### config.mk
export PLATFORM = sky130hd
export DESIGN_NAME = stage_1
export DESIGN_NICKNAME = d
export VERILOG_FILES = /design/src/rtl/stage_1_pkg.sv /design/src/rtl/stage_1_fetch_queue.sv /design/src/rtl/stage_1.sv
export SDC_FILE = /design/constraint.sdc
export NUM_CORES = 1
export LEC_CHECK = 0
export CAP_MARGIN = 10
export CORE_UTILIZATION = 40
export DETAILED_ROUTE_END_ITERATION = 10
export RECOVER_POWER = 100
export SYNTH_ARGS = -nofsm -noshare
export SYNTH_HDL_FRONTEND = slang
export SYNTH_SLANG_ARGS = --single-unit
### constraint.sdc
create_clock -name clk -period 6.1 [get_ports clk]
set_clock_uncertainty 0.2 [all_clocks]
set_input_delay 0.915 -clock clk [delete_from_list [all_inputs] [get_ports clk]]
set_output_delay 0.915 -clock clk [all_outputs]
set_load 0.05 [all_outputs]
### src/rtl/stage_1_pkg.sv
// rtl/stage_1_pkg.sv - shared constants and FSM encoding for the instruction-fetch stage
package stage_1_pkg;

    // addi x0,x0,0 : what stage_2 sees whenever IF/ID holds a bubble
    localparam logic [31:0] NOP_INST = 32'h0000_0013;

    typedef enum logic [1:0] {
        BOOT = 2'd0,
        RUN  = 2'd1,
        HALT = 2'd2
    } fetch_state_t;

endpackage

### src/rtl/stage_1_fetch_queue.sv
// rtl/stage_1_fetch_queue.sv - small circular FIFO with flush, used for fetched words and PC tags
module stage_1_fetch_queue #(
    parameter int DEPTH = 2,
    parameter int WIDTH = 64,
    localparam int PW = (DEPTH > 1) ? $clog2(DEPTH) : 1,
    localparam int CW = $clog2(DEPTH + 1)
) (
    input  logic             clk,
    input  logic             rst,
    input  logic             push,
    input  logic [WIDTH-1:0] push_data,
    input  logic             pop,
    input  logic             flush,
    output logic [WIDTH-1:0] head_data,
    output logic [CW-1:0]    count,
    output logic             empty,
    output logic             full
);

    logic [WIDTH-1:0] mem [DEPTH];
    logic [PW-1:0]    rd_ptr;
    logic [PW-1:0]    wr_ptr;

    function automatic logic [PW-1:0] ptr_inc(input logic [PW-1:0] p);
        return (p == PW'(DEPTH - 1)) ? '0 : p + 1'b1;
    endfunction

    assign head_data = mem[rd_ptr];
    assign empty     = (count == '0);
    assign full      = (count == CW'(DEPTH));

    // Pointer and occupancy bookkeeping; flush discards everything at once
    always_ff @(posedge clk or negedge rst) begin
        if (!rst) begin
            rd_ptr <= '0;
            wr_ptr <= '0;
            count  <= '0;
        end else if (flush) begin
            rd_ptr <= '0;
            wr_ptr <= '0;
            count  <= '0;
        end else begin
            if (push) wr_ptr <= ptr_inc(wr_ptr);
            if (pop)  rd_ptr <= ptr_inc(rd_ptr);
            count <= count + CW'(push) - CW'(pop);
        end
    end

    // Storage needs no reset: an entry is only read after it has been written
    always_ff @(posedge clk) begin
        if (push && !flush) mem[wr_ptr] <= push_data;
    end

endmodule

### src/rtl/stage_1.sv
// rtl/stage_1.sv - RV32I instruction-fetch stage: PC, imem requests, fetch queue, IF/ID register
module stage_1
    import stage_1_pkg::*;
#(
    parameter logic [31:0] RESET_PC = 32'h0000_0000,
    parameter int          FQ_DEPTH = 2,
    localparam int         CW       = $clog2(FQ_DEPTH + 1)
) (
    input  logic        clk,
    input  logic        rst,
    input  logic        b_taken,
    input  logic [31:0] b_pc,
    input  logic        stall,
    output logic        imem_req_valid,
    input  logic        imem_req_ready,
    output logic [31:0] imem_req_addr,
    input  logic        imem_rsp_valid,
    input  logic [31:0] imem_rsp_data,
    output logic        if_id_valid,
    output logic [31:0] if_id_pc,
    output logic [31:0] if_id_inst,
    output logic        fetch_misaligned
);

    fetch_state_t  state_q, state_d;
    logic [31:0]   pc;
    logic [CW-1:0] drop_cnt;
    logic [CW-1:0] outstanding;
    logic [CW-1:0] outstanding_next;
    logic [CW-1:0] fq_count;
    logic [CW:0]   inflight;
    logic          fq_empty, fq_full, fq_push, fq_pop;
    logic          tag_empty, tag_full;
    logic [63:0]   fq_head;
    logic [31:0]   tag_head;
    logic          req_fire, rsp_fire, rsp_live, redirect, misaligned;
    logic          unused_flags;

    assign req_fire   = imem_req_valid & imem_req_ready;
    // With nothing in flight a response strobe cannot belong to us (e.g. it predates a reset)
    assign rsp_fire   = imem_rsp_valid & (outstanding != '0);
    assign rsp_live   = rsp_fire & (drop_cnt == '0);
    assign redirect   = b_taken & (state_q != HALT);
    assign misaligned = (b_pc[1:0] != 2'b00);
    assign inflight   = {1'b0, fq_count} + {1'b0, outstanding};
    assign outstanding_next = outstanding + CW'(req_fire) - CW'(rsp_fire);

    assign fq_pop  = !redirect && !stall && !fq_empty;
    assign fq_push = rsp_live && !redirect && (stall || !fq_empty);
    assign imem_req_addr = pc;
    assign unused_flags  = &{1'b0, fq_full, tag_empty, tag_full};

    // PC tags of requests in flight; its occupancy is the outstanding count
    stage_1_fetch_queue #(.DEPTH(FQ_DEPTH), .WIDTH(32)) tag_fifo (
        .clk       (clk),
        .rst       (rst),
        .push      (req_fire),
        .push_data (pc),
        .pop       (rsp_fire),
        .flush     (1'b0),
        .head_data (tag_head),
        .count     (outstanding),
        .empty     (tag_empty),
        .full      (tag_full)
    );

    // Returned instructions waiting for IF/ID while stage_2 stalls
    stage_1_fetch_queue #(.DEPTH(FQ_DEPTH), .WIDTH(64)) fq (
        .clk       (clk),
        .rst       (rst),
        .push      (fq_push),
        .push_data ({tag_head, imem_rsp_data}),
        .pop       (fq_pop),
        .flush     (redirect),
        .head_data (fq_head),
        .count     (fq_count),
        .empty     (fq_empty),
        .full      (fq_full)
    );

    // FSM state register
    always_ff @(posedge clk or negedge rst) begin
        if (!rst) state_q <= BOOT;
        else      state_q <= state_d;
    end

    // Next state and request valid; credits keep queue plus in-flight within FQ_DEPTH
    always_comb begin
        state_d        = state_q;
        imem_req_valid = 1'b0;
        case (state_q)
            BOOT:    state_d = RUN;
            RUN:     imem_req_valid = (inflight < (CW + 1)'(FQ_DEPTH));
            HALT:    state_d = HALT;
            default: state_d = BOOT;
        endcase
        if (redirect && misaligned) state_d = HALT;
    end

    // PC, drop counter and sticky misalignment flag
    always_ff @(posedge clk or negedge rst) begin
        if (!rst) begin
            pc               <= RESET_PC;
            drop_cnt         <= '0;
            fetch_misaligned <= 1'b0;
        end else begin
            if (redirect)      pc <= b_pc;
            else if (req_fire) pc <= pc + 32'd4;
            // Everything still in flight after this edge belongs to the old path
            if (redirect)                         drop_cnt <= outstanding_next;
            else if (rsp_fire && drop_cnt != '0)  drop_cnt <= drop_cnt - 1'b1;
            if (redirect && misaligned) fetch_misaligned <= 1'b1;
        end
    end

    // IF/ID register: redirect, then stall, then queue head, then bypass, else bubble
    always_ff @(posedge clk or negedge rst) begin
        if (!rst) begin
            if_id_valid <= 1'b0;
            if_id_pc    <= RESET_PC;
            if_id_inst  <= NOP_INST;
        end else if (redirect) begin
            if_id_valid <= 1'b0;
            if_id_inst  <= NOP_INST;
        end else if (stall) begin
            if_id_valid <= if_id_valid;
        end else if (!fq_empty) begin
            if_id_valid <= 1'b1;
            if_id_pc    <= fq_head[63:32];
            if_id_inst  <= fq_head[31:0];
        end else if (rsp_live) begin
            if_id_valid <= 1'b1;
            if_id_pc    <= tag_head;
            if_id_inst  <= imem_rsp_data;
        end else begin
            if_id_valid <= 1'b0;
            if_id_inst  <= NOP_INST;
        end
    end

endmodule

==> impl_metrics.yaml <==
finish:
  n_fill_cell: 2563
  multiInputGateArea_sq_um: 3350
  area_growth_pct: 24.7
  final_cell_mix: "192 x edfxtp_1, 133 x dlygate4sd3_1, 106 x dfrtp_1"
  diodes: 0
  ff_latch_area_sq_um: 8530
  layout-drive-gt1-share_pct: 6.30
  finalNetCount: 1117
  layout_commonest_cell: "edfxtp_1"
synth:
  synth.distinct_cells: 51
  synth_ff_type: "edfxtp_1"
  syn_area_per_cell_sq_um: 13.9
  syn_area_sq_um: 12100
  synth_edf_count: 192
  yosysSeqAreaShare_pct: 70.2
  ys_seq_elements: 302
  syn_inst: 872
  syn_nets: 949
  async_reset_ff_share_pct: 36.4
  ys_warn_count: 0
outcome:
  failed_checks: "capacitance limit, slew limit"
  status: "finished, violations left"
detailed_routing:
  wl_per_cell_microns: 18.5
  routed_wl_microns: 26800
  drc_errors: 0
  dr.pass1.iters: 4
  postRouteAntennaNets: 0
  num_vias: 7414
  via_per_inst: 5.10
  drt-initial-drc-count: 506
die:
  rows: 63
  die_area_sq_um: 31000
  core-area_sq_um: 29700
  fp.dieH_microns: 176
  start_util_pct: 40.8
  io_pins: 169
  die_w_microns: 176
pwr:
  ir_drop_mv: 0.328
  cellLeakagePower_uw: 0.00567
  power_density_nw_per_um2: 521
clocking:
  clkSlewWorstSetupHoldPaths_ns: 0.06
  ctsHoldBuffers: 0
  cts_root_buf: "clkbuf_16"
  cts_setup_buffers: 0
  cts_buffers: 31
  clk_latency_ns: 0.55
  htreeDepth: 1
  cts_tree: "yes"
  cts_buffer_depth: 3
  cts-resized-gates: 0
  clock_sinks: 302
flow_run:
  drv_cap: 5
timing:
  slew_headroom_pct: -125
  setup-violations-final: 0
  tightest_slew_ns: 3.37
  drv_slew: 225
  period_minus_slack_ns: 4.82
  rsz0062_at_grt: "false"
  setup_tns_ns: 0
  hold_viol: 0
  max_freq_ghz: 0.207
  setup_slack_ns: 1.28
  min_period_over_period_pct: 79.0
worst_setup_path:
  slowest_delay_ns: 2.18
  end_kind: "flip-flop"
  r2r_start: "fq.count[0]"
  cp_cell_sequence: "and2_0 > fa_1 > nor4b_4 > nand2_1 > nor2_1"
  ff2ff_setup_slack_ns: 1.28
  crit_path_start: "fq.count[0]"
  crit_slowest_cell: "nor2_1"
  path_class: "flip-flop to flip-flop"
  setup.worst_path.start_class: "flip-flop"
  crit_buf_inv: 0
  cp_max_fo: 32
  crit_family: "simple AND/OR/NAND/NOR gates"
  worstPathArrival_ns: 4.71
  worstPathRequired_ns: 5.99
min_path:
  min-delay-start: "if_id_pc[8]"
  hold_class: "flip-flop to flip-flop"
global_route:
  globalRouteOverflowTotal: 0
  track_usage_pct: 17.7
  antenna_found_initial: 0
  grt_pass1_wl_microns: 42800
  grt_pass1_vias: 7456
  grt_max_degree: 69
place:
  dp_hpwl_microns: 17500
  dp_slack_ns: 1.87
  port_buffers: 168
  place_congestion: 0.773
cell usage after synthesis (2+ instances only):
cell,instances,area [sq um]
o21ai_1,17,85.1
and4_1,3,26.3
and2_1,7,43.8
dfstp_2,3,78.8
nand3_1,9,45.0
nor3_1,9,45.0
o21ai_0,38,190
nor3_2,4,40.0
and3_1,9,56.3
buf_2,15,75.1
ha_1,6,75.1
a31o_2,2,17.5
o22ai_1,3,18.8
nand4_1,10,62.6
a221o_1,29,290
nor4_2,2,25.0
a21oi_1,39,195
or3_1,2,12.5
xor2_1,6,52.6
inv_1,12,45.0
xnor2_1,20,175
dfrtp_1,107,2680
nand2_1,83,312
edfxtp_1,192,5770
mux2i_1,64,641
buf_1,4,15.0
a211oi_1,3,22.5
mux2_2,35,394
nor2_1,90,338
clkbuf_1,28,105
worst paths after layout:
check / end / cells after the start
worst max-delay path: tag_fifo.mem[0][1] / 5
worst min register to register: if_id_pc[8] / 2
worst max register to register: tag_fifo.mem[0][1] / 5
max in group asynchronous: fq.rd_ptr / 1
worst min-delay path: if_id_pc[8] / 2
min in group asynchronous: if_id_pc[10] / 1
power by group:
group | internal [uW] | total, uW | switching, uW
registers | 2720 | 3130 | 413
logic | 970 | 2970 | 2000
clock network | 1050 | 1780 | 728
worst min-delay path: stages, from the launching register on:
cell     delay [ns]
dfrtp_1        0.34
nand2_1        0.04
o21ai_0        0.05
registers in the layout, indices dropped and copies added, names as in the netlist:
register          flops
state_q               2
if_id_pc             32
tag_fifo.count        2
tag_fifo.wr_ptr       1
fq.rd_ptr             1
fq.wr_ptr             1
drop_cnt              2
tag_fifo.rd_ptr       1
if_id_valid           1
tag_fifo.mem         64
fq.count              2
imem_req_addr        32
fq.mem              128
fetch_misaligned      1
if_id_inst           32
stage by stage:
step / area (sq um) / instances / power [uW] / utilization [%] / hold WS (ns)
4_1_cts: 15200 / 1454 / 8140 / 51.2 / 0.284
3_5_place_dp: 14300 / 1397 / 6340 / 48.0 / 0.272
5_1_grt: 15100 / 1454 / 8310 / 50.9 / 0.307
2_1_floorplan: 12100 / 872 / 5210 / - / 0.261
6_report: 15100 / 1454 / 7880 / 50.9 / 0.270
3_3_place_gp: 14300 / 1397 / 6300 / 48.0 / 0.262
final cells by class:
cell class                      count  share of cell area (%)
Sequential cell                   302                    56.3
Inverter                           13                   0.322
Clock inverter                      7                   0.579
Multi-Input combinational cell    509                    22.1
Tap cell                          390                    3.22
Clock buffer                       50                    5.73
Timing Repair Buffer              183                    11.7
routing by layer:
| metal | track usage [%] | up-vias | routed length, microns |
|---|---|---|---|
| li1 | - | 3552 | - |
| met1 | 25.2 | 3634 | 12400 |
| met2 | 28.6 | 194 | 12700 |
| met3 | 2.69 | 34 | 1290 |
| met4 | 4.38 | 0 | 441 |
| met5 | 0 | - | 0 |
cells by family (layout without fill, tap and decap cells):
logic type	after synthesis	in the layout	share of synthesized area, %
fa+ha+maj	7	7	0.783
mux	99	99	8.53
xor+xnor	26	26	1.88
simple gates	238	238	9.20
flops	302	302	70.2
buf+inv	61	253	2.10
compound gates	139	139	7.30
Note: power is estimated with default switching activity, not from simulation.
==> patch, RTL diff (config.mk and constraints unchanged) <==
Encoding of `fetch_state_t`: now one-hot (3 bits for 3 states).
--- a/src/rtl/stage_1_pkg.sv
+++ b/src/rtl/stage_1_pkg.sv
@@ -6,6 +6,6 @@
 
-    typedef enum logic [1:0] {
-        BOOT = 2'd0,
-        RUN  = 2'd1,
-        HALT = 2'd2
+    typedef enum logic [2:0] {
+        BOOT = 3'b001,
+        RUN  = 3'b010,
+        HALT = 3'b100
     } fetch_state_t;
Check against the original RTL: no difference found for any inputs over 4 cycles, from zero or initial values and one cycle with rst low; so few cycles prove little.
==> patch against the original RTL <==
The flow still finishes with violations (max-capacitance violations, max-slew violations). Routed wire length is 3.4% lower. Sequential cell count rose by 1. Count of clock-buffer cells in the layout down 3. Final area rose by 0.18%. First-iteration DRC count fell by 4.5%. Synthesized area is 0.35% higher. Cell count unchanged. Total power fell by 11%. Sequential share of layout area rose by 0.071 points. Worst setup slack improved by 0.19 ns. Critical path depth up 6. Largest cell class unchanged. Largest power group unchanged.
==> patch: results (changes against the original RTL) <==
layout:
  final_nets: 1116  # -0.090%
placed_design:
  dp_hpwl_um: 16600  # -4.9%
  place_ws_ns: 2.29  # +0.418 ns
  placed_cell_area_sq_um: 14300  # about the same
  dpl.cell_count: 1396  # -0.072%
  gp_congestion: 0.782  # +1.2%
worst_setup_path:
  cpLargestDelayFamily: "buffers and inverters"
  critical-path-max-stage-delay_ns: 2.14  # -0.04 ns
  worstSetupEndpoint: "fq.count[1]$_DFF_PN0_"
  worstRegToRegCells: 11  # +6
  slowest_stage: "clkbuf_1"
  cp-startpoint: "fq.count[1]$_DFF_PN0_"
  r2r_slack_ns: 1.47  # +0.19 ns
  critPathMaxFanout: 71  # +120%
logic_synthesis:
  syn-instance-count: 881  # +1.0%
  synth_xor_area_frac: 0.00935  # -0.00941
  synth_cell_types: 45  # -12%
  ys_async_sr_fraction: 0.366  # +0.00210
  yosys.area_share.adder: 0.00781  # -0.0000274
  seq_area_frac_synth: 0.702  # about the same
  synthMuxAreaShare: 0.0840  # -0.00122
  synth_common_cells: "192 x edfxtp_1, 107 x dfrtp_1, 92 x nor2_1"
  synth_compound_area_frac: 0.0881  # +0.0152
outcome:
  status: "finished with violations"
  violations: "max-capacitance violations, max-slew violations"
power_and_ir_drop:
  swShare: 0.361  # -0.0377
  comb-power_mw: 2.33  # -22%
  seq_cell_power_mw: 2.92  # -6.7%
  ir_drop_mv: 0.215  # -34%
  leakage_nw: 5.95  # +4.9%
drt:
  drt-initial-drc-count: 483  # -4.5%
  vias: 7609  # +2.6%
timing:
  max_slew_margin: -1.33  # -0.0805
  slew_viol_final: 385  # +71%
  timing.hold.ws_ns: 0.270  # +0.000137 ns
flow_run:
  drv_cap: 7  # +2
worst_hold_path:
  hold_path_startpoint: "if_id_pc[5]$_DFFE_PN0P_"
  min_to: "if_id_pc[5]$_DFFE_PN0P_"
grt:
  grt_max_degree: 72  # +4.3%
  grt_use_total: 0.167  # -0.0103
patch: cell count changes in the layout (fill, tap and decap cells not counted), moves of 6 or more:
cell     unedited run  this run
xnor2_1            20         9
or4_1               1        21
nand2_1            84        65
o31ai_1             0        16
a31oi_1             1        22
nor3_1             12         3
or3_1               2         8
patch: layout make-up:
cell class                      count  area [sq um]
Inverter                           13          48.8
Clock inverter                     11          57.6
Clock buffer                       47           876
Timing Repair Buffer              180          1740
Multi-Input combinational cell    510          3400
Sequential cell                   303          8550
Tap cell                          390           488
Fill cell                        2546         14600
patch: layer usage:
metal	track usage	vias to the layer above	routed length, um
li1	-	3637	-
met1	0.246	3739	12300
met2	0.257	196	11900
met3	0.0261	37	1220
met4	0.0456	0	472
met5	0	-	0
patch: kinds of logic (layout without fill, tap and decap cells):
family / count (synthesis) / after routing
flops: 303 / 303
simple gates: 228 / 228
compound gates: 164 / 164
mux: 98 / 98
buf+inv: 68 / 251
xor+xnor: 13 / 13
fa+ha+maj: 7 / 7
